[src/rtl/cpu_pkg.sv]
// cpu_pkg: definitions shared by the 4-bit CPU control path and its ALU.
//   - ALU opcodes (AluAdd..AluPassB), shared with the ALU beside cpu_control
//   - control opcodes (OpNop..OpHalt) for the upper instruction nibble
//   - sequencer state encoding and decoded-instruction bundle
//   - 8-bit instruction field positions: {op[7:4], imm[3:0]}
package cpu_pkg;

    // ALU opcodes; also the low three bits of instruction opcodes 0000-0110
    localparam logic [2:0] AluAdd   = 3'd0;
    localparam logic [2:0] AluSub   = 3'd1;
    localparam logic [2:0] AluAnd   = 3'd2;
    localparam logic [2:0] AluOr    = 3'd3;
    localparam logic [2:0] AluXor   = 3'd4;
    localparam logic [2:0] AluPassA = 3'd5;
    localparam logic [2:0] AluPassB = 3'd6;

    // Control opcodes (upper instruction nibble)
    localparam logic [3:0] OpNop  = 4'h7;
    localparam logic [3:0] OpLdi0 = 4'h8;
    localparam logic [3:0] OpLdi1 = 4'h9;
    localparam logic [3:0] OpMov  = 4'hA;
    localparam logic [3:0] OpJmp  = 4'hB;
    localparam logic [3:0] OpJz   = 4'hC;
    localparam logic [3:0] OpJc   = 4'hD;
    localparam logic [3:0] OpOut  = 4'hE;
    localparam logic [3:0] OpHalt = 4'hF;

    // Instruction word layout
    localparam int unsigned InstrW = 8;
    localparam int unsigned OpMsb  = 7;
    localparam int unsigned OpLsb  = 4;
    localparam int unsigned ImmMsb = 3;
    localparam int unsigned ImmLsb = 0;

    // Instruction register value after reset: a NOP
    localparam logic [InstrW-1:0] InstrReset = 8'h70;

    typedef enum logic [2:0] {
        StIdle,
        StFetch,
        StExec,
        StOut,
        StHalt
    } state_e;

    typedef enum logic [1:0] {
        JmpNone,
        JmpAlways,
        JmpZero,
        JmpCarry
    } jump_e;

    typedef struct packed {
        logic  is_alu;
        logic  wr_r0;
        logic  wr_r1;
        logic  sel_imm;    // register write data comes from imm
        jump_e jump_kind;
        logic  is_out;
        logic  is_halt;
    } dec_t;

endpackage

[src/rtl/cpu_decode.sv]
// cpu_decode: purely combinational instruction decoder.
// Ports:
//   instr  in   8      instruction word {op, imm}
//   dec    out  dec_t  {is_alu, wr_r0, wr_r1, sel_imm, jump_kind, is_out, is_halt}
module cpu_decode
    import cpu_pkg::*;
(
    input  logic [InstrW-1:0] instr,
    output dec_t              dec
);

    logic [3:0] op;
    assign op = instr[OpMsb:OpLsb];

    always_comb begin
        dec           = '0;
        dec.jump_kind = JmpNone;
        case (op)
            OpNop:  ;
            OpLdi0: begin
                dec.wr_r0   = 1'b1;
                dec.sel_imm = 1'b1;
            end
            OpLdi1: begin
                dec.wr_r1   = 1'b1;
                dec.sel_imm = 1'b1;
            end
            OpMov:  dec.wr_r1     = 1'b1;
            OpJmp:  dec.jump_kind = JmpAlways;
            OpJz:   dec.jump_kind = JmpZero;
            OpJc:   dec.jump_kind = JmpCarry;
            OpOut:  dec.is_out    = 1'b1;
            OpHalt: dec.is_halt   = 1'b1;
            // 0000-0110: ALU operations write R0 and the flags
            default: begin
                dec.is_alu = 1'b1;
                dec.wr_r0  = 1'b1;
            end
        endcase
    end

endmodule

[src/rtl/cpu_control.sv]
// cpu_control: fetch/decode/execute sequencer for the 4-bit CPU.
// Holds PC, R0, R1 and the carry/zero flags; drives the external ALU.
// Ports:
//   clk, rst              clock, asynchronous active-high reset
//   imem_addr/req         instruction fetch address (= pc) and request
//   imem_data/ack         instruction word, valid with ack
//   alu_a/alu_b/alu_op    ALU operands (R0, R1) and opcode
//   alu_result/carry/zero ALU outputs, combinational from the operands
//   out_data/valid/ready  output port, R0 snapshot taken when OUT executes
//   halted                CPU stopped on HALT
module cpu_control
    import cpu_pkg::*;
#(
    parameter int unsigned PC_W   = 4,
    parameter int unsigned DATA_W = 4
) (
    input  logic              clk,
    input  logic              rst,
    output logic [PC_W-1:0]   imem_addr,
    output logic              imem_req,
    input  logic [InstrW-1:0] imem_data,
    input  logic              imem_ack,
    output logic [DATA_W-1:0] alu_a,
    output logic [DATA_W-1:0] alu_b,
    output logic [2:0]        alu_op,
    input  logic [DATA_W-1:0] alu_result,
    input  logic              alu_carry,
    input  logic              alu_zero,
    output logic [DATA_W-1:0] out_data,
    output logic              out_valid,
    input  logic              out_ready,
    output logic              halted
);

    state_e              state_q, state_d;
    logic [PC_W-1:0]     pc_q;
    logic [DATA_W-1:0]   r0_q, r1_q, out_data_q;
    logic                c_q, z_q;
    logic [InstrW-1:0]   instr_q;

    dec_t                dec;
    logic                jump_taken;
    logic [PC_W-1:0]     pc_inc, imm_pc;
    logic [DATA_W-1:0]   imm_data;

    cpu_decode u_decode (
        .instr (instr_q),
        .dec   (dec)
    );

    assign pc_inc   = pc_q + PC_W'(1);
    assign imm_pc   = PC_W'(instr_q[ImmMsb:ImmLsb]);
    assign imm_data = DATA_W'(instr_q[ImmMsb:ImmLsb]);

    always_comb begin
        unique case (dec.jump_kind)
            JmpAlways: jump_taken = 1'b1;
            JmpZero:   jump_taken = z_q;
            JmpCarry:  jump_taken = c_q;
            default:   jump_taken = 1'b0;
        endcase
    end

    // State register
    always_ff @(posedge clk or posedge rst) begin
        if (rst) begin
            state_q <= StIdle;
        end else begin
            state_q <= state_d;
        end
    end

    // Next-state logic
    always_comb begin
        state_d = state_q;
        unique case (state_q)
            StIdle:  state_d = StFetch;
            StFetch: if (imem_ack) state_d = StExec;
            StExec: begin
                if (dec.is_out) begin
                    state_d = StOut;
                end else if (dec.is_halt) begin
                    state_d = StHalt;
                end else begin
                    state_d = StFetch;
                end
            end
            StOut:   if (out_ready) state_d = StFetch;
            StHalt:  state_d = StHalt;
            default: state_d = StIdle;
        endcase
    end

    // State-decoded outputs
    always_comb begin
        imem_req  = 1'b0;
        out_valid = 1'b0;
        halted    = 1'b0;
        alu_op    = AluPassA;
        unique case (state_q)
            StFetch: imem_req  = 1'b1;
            StExec:  if (dec.is_alu) alu_op = instr_q[OpLsb +: 3];
            StOut:   out_valid = 1'b1;
            StHalt:  halted    = 1'b1;
            default: ;
        endcase
    end

    // Datapath: instruction capture, register/flag/pc updates
    always_ff @(posedge clk or posedge rst) begin
        if (rst) begin
            pc_q       <= '0;
            r0_q       <= '0;
            r1_q       <= '0;
            c_q        <= 1'b0;
            z_q        <= 1'b0;
            instr_q    <= InstrReset;
            out_data_q <= '0;
        end else begin
            if (state_q == StFetch && imem_ack) begin
                instr_q <= imem_data;
            end
            if (state_q == StExec) begin
                if (dec.wr_r0) r0_q <= dec.sel_imm ? imm_data : alu_result;
                if (dec.wr_r1) r1_q <= dec.sel_imm ? imm_data : r0_q;
                if (dec.is_alu) begin
                    c_q <= alu_carry;
                    z_q <= alu_zero;
                end
                // OUT holds pc until the transfer completes
                if (dec.is_out) begin
                    out_data_q <= r0_q;
                end else if (jump_taken) begin
                    pc_q <= imm_pc;
                end else begin
                    pc_q <= pc_inc;
                end
            end
            if (state_q == StOut && out_ready) begin
                pc_q <= pc_inc;
            end
        end
    end

    assign imem_addr = pc_q;
    assign alu_a     = r0_q;
    assign alu_b     = r1_q;
    assign out_data  = out_data_q;

endmodule
[config.mk]
export PLATFORM = sky130hd
export DESIGN_NAME = cpu_control
export DESIGN_NICKNAME = d
export VERILOG_FILES = /design/src/rtl/cpu_pkg.sv /design/src/rtl/cpu_decode.sv /design/src/rtl/cpu_control.sv
export SDC_FILE = /design/constraint.sdc
export NUM_CORES = 1
export LEC_CHECK = 0
export CAP_MARGIN = 15
export CELL_PAD_IN_SITES_DETAIL_PLACEMENT = 0
export CELL_PAD_IN_SITES_GLOBAL_PLACEMENT = 1
export CORE_AREA = 2 2 78 80
export CTS_BUF_LIST = sky130_fd_sc_hd__clkbuf_16
export DETAILED_ROUTE_END_ITERATION = 8
export DIE_AREA = 0 0 80 82
export GPL_ROUTABILITY_DRIVEN = 0
export PLACE_DENSITY_LB_ADDON = 0.12
export SLEW_MARGIN = 5
export SYNTH_ARGS = -nofsm -noshare
export SYNTH_HDL_FRONTEND = slang
export SYNTH_HIERARCHICAL = 1
export SYNTH_SLANG_ARGS = --single-unit
[constraint.sdc]
create_clock -name clk -period 3.6 [get_ports clk]
set_clock_uncertainty 0.05 [all_clocks]
set_input_delay 0.72 -clock clk [delete_from_list [all_inputs] [get_ports clk]]
set_output_delay 0.72 -clock clk [all_outputs]
set_load 0.02 [all_outputs]
== After elaboration in Yosys (flattened, before gate mapping) ==
Cells that the tools add are included.
Operators by class
  add/subtract/negate cells: 1
  eq/ne operators: 19
  muxes and demuxes: 22
  bitwise operators: 2
  reduce and logical (&&, ||, !) cells: 14
Operators by type and width (count)
  == test 4 bit, second input constant: 8
  two-way mux 4 bit: 6
  two-way mux 3 bit: 6
  case mux 3 bit (5 select lines): 1
  AND reduction 2 bit: 6
  OR reduction 9 bit: 1
  OR reduction 8 bit: 1
  two-way mux 1 bit: 7
  == test 3 x 2 -> 1 bit, second input constant: 2
  case mux 2 bit (3 select lines): 1
  adder 4 x 1 -> 4 bit, second input constant: 1
  == test 2 bit, second input constant: 2
  == test 4 x 3 -> 1 bit, second input constant: 1
  inequality test 2 bit, second input constant: 2
  OR reduction 2 bit: 2
  == test 3 x 1 -> 1 bit, second input constant: 1
  == test 3 bit, second input constant: 1
  zero test 3 bit: 1
  case mux 1 bit (3 select lines): 1
  == test 2 x 1 -> 1 bit, second input constant: 1
  logical AND 1 bit: 2
  inequality test 2 x 1 -> 1 bit, second input constant: 1
  NOT 1 bit: 2
  nonzero test 2 bit: 1
Word-level totals
  flip-flop bits (word level): 29
  bits of input ports: 18
  output and inout bits: 22
  logic and storage cells: 66

== Logic depth before layout (Yosys ltp) ==
Gate-level depths: netlist of the first run.
  word-level depth: 8
  gate-level depth with buffers: 7
  depth with buffers taken out: 6

== Cells and area by module ==
Netlist of the first run, hierarchy kept.
Modules (own cells, without submodules)
  cpu_control: times used 1, cells each 131, area an instance 1529.0 sq um, seq. area each 729.4 sq um
  cpu_decode: times used 1, cells each 16, area an instance 113.9 sq um, seq. area each 0.0 sq um

== Worst setup path before layout of the first run ==
Ideal clock, no wire load.
  path type: flip-flop to output port
  from: register state_q[1]
  to: output alu_op[0]
  data arrival time: 1.119 ns
  data required time: 2.830 ns
  setup slack: 1.711 ns
  cell stages (with the launch flop): 4
  buffers on the path: 0
  path through: dfrtp_1 nor3b_4 nand2_2 or2_1
On the way
  longest elaborated chain between the ends: 2
Ends and longest elaborated chain
  from (decl): line cpu_control.sv:35  | state_e state_q, state_d;
  from (signal assigned): line cpu_control.sv:67  | state_q <= StIdle;
  from (signal assigned): line cpu_control.sv:69  | state_q <= state_d;
  == test 3 x 2 -> 1 bit: line cpu_control.sv:100  | unique case (state_q)
  two-way mux 3 bit: line cpu_control.sv:100
  to (decl): line cpu_control.sv:25  | output logic [2:0] alu_op,
No other way between the ends.

== Worst setup path in the final report of the first run ==
  from: register state_q[1]
  to: output alu_op[2]
Same word-level chain as after synthesis.

==> impl_metrics.yaml, run 1 <==
floorplan:
  core_sq_um: 5746
  core.rowCount: 28
  start_util: 0.2859
  die_height_um: 82
  io-pin-count: 40
  fp.dieArea_sq_um: 6560
  fp.dieW_um: 80
cells_and_area:
  drive_gt1_frac: 0.2053
  fin_nets: 208
  n_antenna_cell: 0
  area_growth_pct: 35.87
  fillCellCount: 572
  final_core_util: 0.3885
run_status:
  status: "completed"
place:
  dp_hpwl_um: 2764
  io_buffer_count: 39
  dp_slack_ps: 1118
power:
  power_mw: 1.981
  leakage_nw: 0.8798
  power_switching_uw: 787.8
  ir_drop_uv: 337.5
  seqPwrFrac: 0.339
  powerDensity_nw_per_um2: 887.6
  clockPowerShare: 0.203
  p_int_mw: 1.194
  power_frac_comb: 0.458
  switching_share: 0.3976
cts:
  clock_path_buffers: 2
  cts_tree: "built"
  clk_pin_slew_ps: 50
  postCtsSetupBuffers: 0
  cts_resized: 0
  cts_hold_buf: 0
  cts_root_buffer: "clkbuf_16"
  h-tree-depth: 2
  cts_buffers: 5
  cts.sinks: 29
  clock_latency_ps: 270
sta:
  fin_crit_ps: 2765
  max_slew_margin: 0.6245
  tns_ps: 0
  slew_violations: 0
  hold_ws_ps: 433.1
  worst_pin_slew_ps: 562.6
  min_period_over_period: 0.7680
  hold_violations: 0
  max_freq_mhz: 361.7
  post-route-worst-setup-slack_ps: 835.0
  rsz0062_at_grt: "false"
  setup_violations: 0
worst_setup_path:
  cp-start-kind: "flop"
  cp_slowest_cell: "clkdlybuf4s50_1"
  cp_cell_sequence: "nor3b_4 -> nand2_2 -> or2_1 -> clkdlybuf4s50_1"
  crit_required_ps: 2830
  path_max_fanout: 8
  cpPeakStageDelay_ps: 540
  crit_arrival_ps: 1990
  crit_family: "simple AND/OR/NAND/NOR gates"
  cp-end-kind: "output pin"
  worstPathBufferInverterCount: 1
  crit_type: "reg2out"
route:
  ant_nets: 0
  vias_per_cell: 4.634
  wl_per_cell_um: 13.71
  vias: 1228
  drt_iter0_markers: 31
  wl_um: 3633
  dr.pass1.iters: 4
  drc: 0
logic_synthesis:
  synth_flop_cell: "dfrtp_1"
  synthArstFlopShare: 1.000
  avgSynthCellArea_sq_um: 11.18
  synth_xor_area_frac: 0.01066
  synthCells: 147
  synth-compound-area-share: 0.1523
  muxShareOfSynthArea: 0.1447
  synth_fp_nets: 166
  synthAdderAreaFrac: 0.007616
  synthSimpleGateAreaFrac: 0.1904
  synth_cell_types: 41
  synth.yosys.seq_area_share: 0.4440
  ys_seq_elements: 29
  synth_top_family_by_area: "simple AND/OR/NAND/NOR gates"
  yosysWarnings: 6
  netlist_area_sq_um: 1643
  synth-edff-count: 0
hold_path:
  hold_path_class: "reg2reg"
global_routing:
  antenna_found_initial: 0
  grt_pass1_vias: 1256
  grt_first_pass_wirelength_um: 6168
  grt_max_degree: 28
  grt_overflow: 0
  grtUsageTotal: 0.1230
run:
  cap_viol_max_count: 0
-- logic make-up after synthesis --
| group | after synthesis |
|---|---|
| and+or+nand+nor | 53 |
| AOI/OAI and AO/OA | 29 |
| DFF | 29 |
| muxes | 22 |
| buffers and inverters | 11 |
| xor gates and xnor gates | 2 |
| adders and majority gates | 1 |
-- registers in the layout, summed over array words and instances, names as in the netlist --
register   cells
alu_b          4
instr_q        8
out_data       4
z_q            1
state_q        3
alu_a          4
c_q            1
imem_addr      4
-- cell usage in the layout, fill, tap and decap left out, drive strengths merged, types with 3 or more instances in the layout --
master | Yosys | layout
clkdlybuf4s50 | 0 | 39
dfrtp | 26 | 26
nor2 | 15 | 15
mux2 | 14 | 14
nand2 | 12 | 12
a21oi | 12 | 12
mux2i | 8 | 8
o211ai | 6 | 6
clkbuf | 0 | 5
and2 | 5 | 5
inv | 4 | 4
or2 | 4 | 4
nor3b | 4 | 4
nor2b | 3 | 3
dfstp | 3 | 3
nand2b | 3 | 3
buf | 7 | 3
-- layout make-up --
| type | instances | area, sq um | share of cell area |
|---|---|---|---|
| inverters | 4 | 15.01 | 0.006726 |
| clock buffers | 5 | 125.1 | 0.05605 |
| multi-input cells | 107 | 830.8 | 0.3722 |
| well taps | 75 | 93.84 | 0.04204 |
| clock inverters | 3 | 17.52 | 0.007848 |
| flip-flops and latches | 29 | 729.5 | 0.3268 |
| repair buffers | 42 | 420.4 | 0.1883 |
-- stage by stage --
stage | instance area (sq um) | instances
after CTS | 2217 | 264
final | 2232 | 265
after floorplan | 1643 | 147
after detailed placement | 2074 | 256
after global placement | 2074 | 256
after global routing | 2232 | 265
-- final timing paths --
path | slack (ps) | end | startpoint | cells after the start
worst min-delay path | 430 | out_data[1] | out_data[1] | 1
worst max-delay path | 840 | alu_op[2] | state_q[1] | 4
min in group asynchronous | 750 | instr_q[7] | rst | 2
worst max register to register | 1610 | imem_addr[3] | instr_q[5] | 6
max in group asynchronous | 2190 | instr_q[4] | rst | 3
worst min register to register | 430 | out_data[1] | out_data[1] | 1
-- synth_stat cells, types with 2 or more instances --
cell	instances	area (sq um)
buf_6	5	56.30
xnor2_1	2	17.52
nor3b_1	2	15.01
a2111oi_2	2	30.03
mux2_1	14	157.7
a21o_1	2	15.01
a21oi_2	9	78.83
nand3_1	2	10.01
nor2_1	14	52.55
and2_1	4	25.02
mux2i_1	8	80.08
or2_4	2	17.52
o21a_1	2	15.01
a21oi_1	3	15.01
o211ai_2	4	50.05
nand2_1	11	41.29
nor2b_1	3	18.77
inv_1	3	11.26
o22ai_1	2	12.51
dfrtp_1	26	650.6
and3b_1	2	17.52
dfstp_2	3	78.83
nand2b_1	2	12.51
o211ai_1	2	15.01
or2_1	2	12.51
-- power by group through the flow --
stage,combinational (mW),clock [mW],sequential [mW]
2_1_floorplan,0.593,0,0.699
3_3_place_gp,0.914,0,0.668
3_5_place_dp,0.916,0,0.677
4_1_cts,0.919,0.408,0.672
5_1_grt,0.997,0.427,0.702
6_report,0.907,0.402,0.672
-- per-layer routing --
metal	track usage	wire length (um)	vias to the layer above
li1	-	-	597
met1	0.1568	1732	596
met2	0.2025	1678	30
met3	0.03407	175	5
met4	0.03898	46	0
met5	0	0	-
Power figures use the tool's default switching activity.
==> run 2, diff against run 1 <==
clock period = 2.68 ns   (was 3.6 ns; I/O delays follow)
==> impl_metrics.yaml, run 2 (synthesis results as in run 1) <==
floorplan:
  fp.dieW_um: 80
  io-pin-count: 40
  core_sq_um: 5746
  start_util: 0.2859
  die_height_um: 82
  fp.dieArea_sq_um: 6560
  core.rowCount: 28
route:
  drc: 0
  drt_iter0_markers: 56
  wl_per_cell_um: 13.63
  vias: 1206
  dr.pass1.iters: 4
  vias_per_cell: 4.568
  ant_nets: 0
  wl_um: 3599
global_routing:
  grtUsageMet3: 0.02857
  grtUsageTotal: 0.1214
  grt_max_degree: 30
  grt_pass1_vias: 1230
  grtUsageMet2: 0.1975
  grt_overflow: 0
  grt_first_pass_wirelength_um: 6023
  grtUsageMet1: 0.1551
  antenna_found_initial: 0
  top_usage_layer: "met2"
cells_and_area:
  drive_gt1_frac: 0.2063
  multi_input_area_sq_um: 830.8
  stdcell_count: 264
  seq_area_sq_um: 730.7
  largest_reg_flops: 8
  fin_nets: 207
  area_growth_pct: 35.03
  n_antenna_cell: 0
  top_register: "instr_q"
  fillCellCount: 596
  layout_commonest_cell: "clkdlybuf4s50_1"
  final_cell_mix: "clkdlybuf4s50_1, dfrtp_1, nor2_1, mux2_1, nand2_1"
worst_setup_path:
  crit_required_ps: 2090
  crit_arrival_ps: 1950
  cp-end-kind: "output pin"
  cp-start-kind: "flop"
  crit_type: "reg2out"
  path_max_fanout: 9
sta:
  setup_violations: 0
  max_slew_margin: 0.6864
  slew_violations: 0
  worst_pin_slew_ps: 469.4
  hold_violations: 0
  hold_ws_ps: 434.5
  min_period_over_period: 0.9477
  fin_crit_ps: 2540
  max_freq_mhz: 393.7
  rsz0062_at_grt: "false"
  tns_ps: 0
power:
  ir_drop_uv: 393.0
  powerDensity_nw_per_um2: 1191
  leakage_nw: 0.8711
hold_path:
  hold_path_class: "reg2reg"
cts:
  cts_tree: "built"
  cts.sinks: 29
  cts_buffers: 5
  cts_hold_buf: 0
  cts_root_buffer: "clkbuf_16"
  clock_path_buffers: 2
  h-tree-depth: 2
  clk_pin_slew_ps: 50
  clock_latency_ps: 270
place:
  placed_cells: 256
  io_buffer_count: 39
  dp_hpwl_um: 2780
run_status:
  status: "completed"
run:
  cap_viol_max_count: 0
## run 2: report_power, final
part	leakage (nW)	internal [mW]	switching, mW
logic	0.465	0.606	0.605
registers	0.337	0.658	0.246
clock network	0.0696	0.339	0.188
## run 2: final timing paths
kind	cells past startpoint	slack [ps]	from	to
max reg2reg	6	730	instr_q[5]	imem_addr[3]
min reg2reg	1	430	out_data[3]	out_data[3]
min in group asynchronous	3	590	rst	out_data[2]
max in group asynchronous	3	1670	rst	instr_q[6]
max	4	140	state_q[0]	alu_op[2]
min	1	430	out_data[3]	out_data[3]
## run 2: worst max-delay path, stage by stage (launching register included)
cell             delay (ps)
dfrtp_1                 490
nor3b_4                 320
nand2_2                 120
or2_1                   220
clkdlybuf4s50_1         530
## run 2: metal layers
metal / vias to the layer above / part of all wire
met5: - / 0
met4: 0 / 0.012
met3: 4 / 0.049
met2: 28 / 0.48
met1: 576 / 0.46
li1: 598 / -
## run 2: area by class of cell
| type | instances | share of cell area |
|---|---|---|
| clock buffers | 5 | 0.05640 |
| clock inverters | 3 | 0.007896 |
| multi-input cells | 107 | 0.3745 |
| repair buffers | 41 | 0.1827 |
| inverters | 4 | 0.006768 |
| flip-flops and latches | 29 | 0.3294 |
| well taps | 75 | 0.04230 |
## run 2: repair_timing
action,in CTS,in global routing
gates resized for setup,0,1
setup endpoints to repair,0,2
buffers inserted,0,0
## run 2: stage by stage
step           setup slack, ps    util  power (mW)  instance area, sq um
4_1_cts                  88.14  0.3859       2.684                  2217
2_1_floorplan            945.3       -       1.735                  1643
6_report                 140.1  0.3861       2.642                  2218
3_5_place_dp             388.9  0.3611       2.139                  2074
3_3_place_gp             429.9  0.3611       2.124                  2074
5_1_grt                  23.23  0.3861       2.845                  2218
==> run 3, diff against run 2 <==
PLACE_DENSITY_LB_ADDON = 0.1   (was 0.12)
==> impl_metrics.yaml, run 3 (synthesis results as in run 1) <==
run_status:
  status: "completed"
sta:
  min_period_over_period: 0.9500
  slew_violations: 0
  max_slew_margin: 0.6512
  setup_violations: 0
  max_freq_mhz: 392.8
  tns_ps: 0
  fin_crit_ps: 2546
  worst_pin_slew_ps: 522.0
  rsz0062_at_grt: "false"
  hold_violations: 0
route:
  wl_per_cell_um: 13.61
  wl_um: 3594
  vias: 1201
  ant_nets: 0
  drc: 0
  vias_per_cell: 4.549
  drt_iter0_markers: 52
  dr.pass1.iters: 4
worst_setup_path:
  crit_type: "reg2out"
  cp-start-kind: "flop"
  path_max_fanout: 9
  crit_required_ps: 2090
  worst-r2r-setup-slack_ps: 690
  cp-end-kind: "output pin"
  crit_arrival_ps: 1960
cts:
  cts_buffers: 5
  clock_latency_ps: 270
  clk_pin_slew_ps: 50
  cts_root_buffer: "clkbuf_16"
  cts_tree: "built"
  cts_hold_buf: 0
  h-tree-depth: 2
  clock_path_buffers: 2
  cts.sinks: 29
power:
  power_switching_mw: 1.031
  leakage_nw: 0.8702
  power_frac_comb: 0.459
  seqPwrFrac: 0.343
  switching_share: 0.3922
  power_mw: 2.630
  p_int_mw: 1.598
  ir_drop_uv: 396.1
  powerDensity_nw_per_um2: 1188
  clockPowerShare: 0.198
floorplan:
  io-pin-count: 40
  fp.dieArea_sq_um: 6560
  die_height_um: 82
  core_sq_um: 5746
  core.rowCount: 28
  start_util: 0.2859
  fp.dieW_um: 80
global_routing:
  grt_first_pass_wirelength_um: 6092
  grt_overflow: 0
  grt_max_degree: 30
  antenna_found_initial: 0
  grt_pass1_vias: 1222
  grtUsageTotal: 0.1237
hold_path:
  hold_path_class: "reg2reg"
run:
  cap_viol_max_count: 0
cells_and_area:
  n_antenna_cell: 0
  top_register: "instr_q"
  area_growth_pct: 34.73
  layout_commonest_cell: "clkdlybuf4s50_1"
  drive_gt1_frac: 0.1958
  fin_nets: 207
  final_cell_mix: "clkdlybuf4s50_1, dfrtp_1, nor2_1, mux2_1, nand2_1"
  largest_reg_flops: 8
place:
  io_buffer_count: 39
  dp_hpwl_um: 2755
[run 3: cell types whose count changed in the layout (fill, tap and decap cells not counted)]
cell / previous run / this run
clkinvlp_4: 1 / 0
clkinv_1: 0 / 2
clkinv_2: 2 / 1
[run 3: power by group through the flow]
stage	Sequential, mW	Combinational (mW)	Clock [mW]
2_1_floorplan	0.939	0.796	0
3_3_place_gp	0.898	1.22	0
3_5_place_dp	0.915	1.23	0
4_1_cts	0.907	1.23	0.533
5_1_grt	0.950	1.32	0.562
6_report	0.902	1.21	0.520
[run 3: final timing paths]
| kind | startpoint | end | cells after the start |
|---|---|---|---|
| setup / recovery | state_q[0] | alu_op[2] | 4 |
| hold / removal | out_data[2] | out_data[2] | 1 |
| setup reg to reg | instr_q[6] | out_data[1] | 4 |
| hold reg to reg | out_data[2] | out_data[2] | 1 |
| max in group asynchronous | rst | instr_q[4] | 3 |
| min in group asynchronous | rst | instr_q[7] | 3 |
[run 3: layout make-up]
class / count / area (sq um)
Fill cell: 595 / 3532
Multi-Input combinational cell: 107 / 830.8
Sequential cell: 29 / 730.7
Timing Repair Buffer: 41 / 405.4
Clock buffer: 5 / 125.1
Tap cell: 75 / 93.84
Inverter: 4 / 15.01
Clock inverter: 3 / 12.51
[run 3: timing repair]
action,CTS,global route
gates resized for setup,0,1
setup buffers,0,0
setup endpoints to repair,0,2
[run 3: stage by stage]
stage                     std cells  setup slack (ps)  hold WS (ps)    util  area, sq um
after detailed placement        256             378.4         428.4  0.3611         2074
after global routing            264             16.55         462.0  0.3852         2213
after global placement          256             430.3         418.5  0.3611         2074
after floorplan                 147             945.3         405.1       -         1643
after CTS                       264             84.96         439.4  0.3850         2212
final                           264             134.0         434.1  0.3852         2213
[run 3: layer usage]
metal | wire length (um) | share of wire | vias to the layer above | track usage
met5 | 0 | 0 | - | 0
met4 | 54 | 0.015 | 0 | 0.04576
met3 | 190 | 0.053 | 5 | 0.03956
met2 | 1700 | 0.47 | 30 | 0.2058
met1 | 1648 | 0.46 | 573 | 0.1500
li1 | - | - | 593 | -
[run 3: worst max-delay path: stages, from the launching register on]
cell and delay [ps]:
dfrtp_1 490, nor3b_4 320, nand2_2 120, or2_1 220, clkdlybuf4s50_1 540
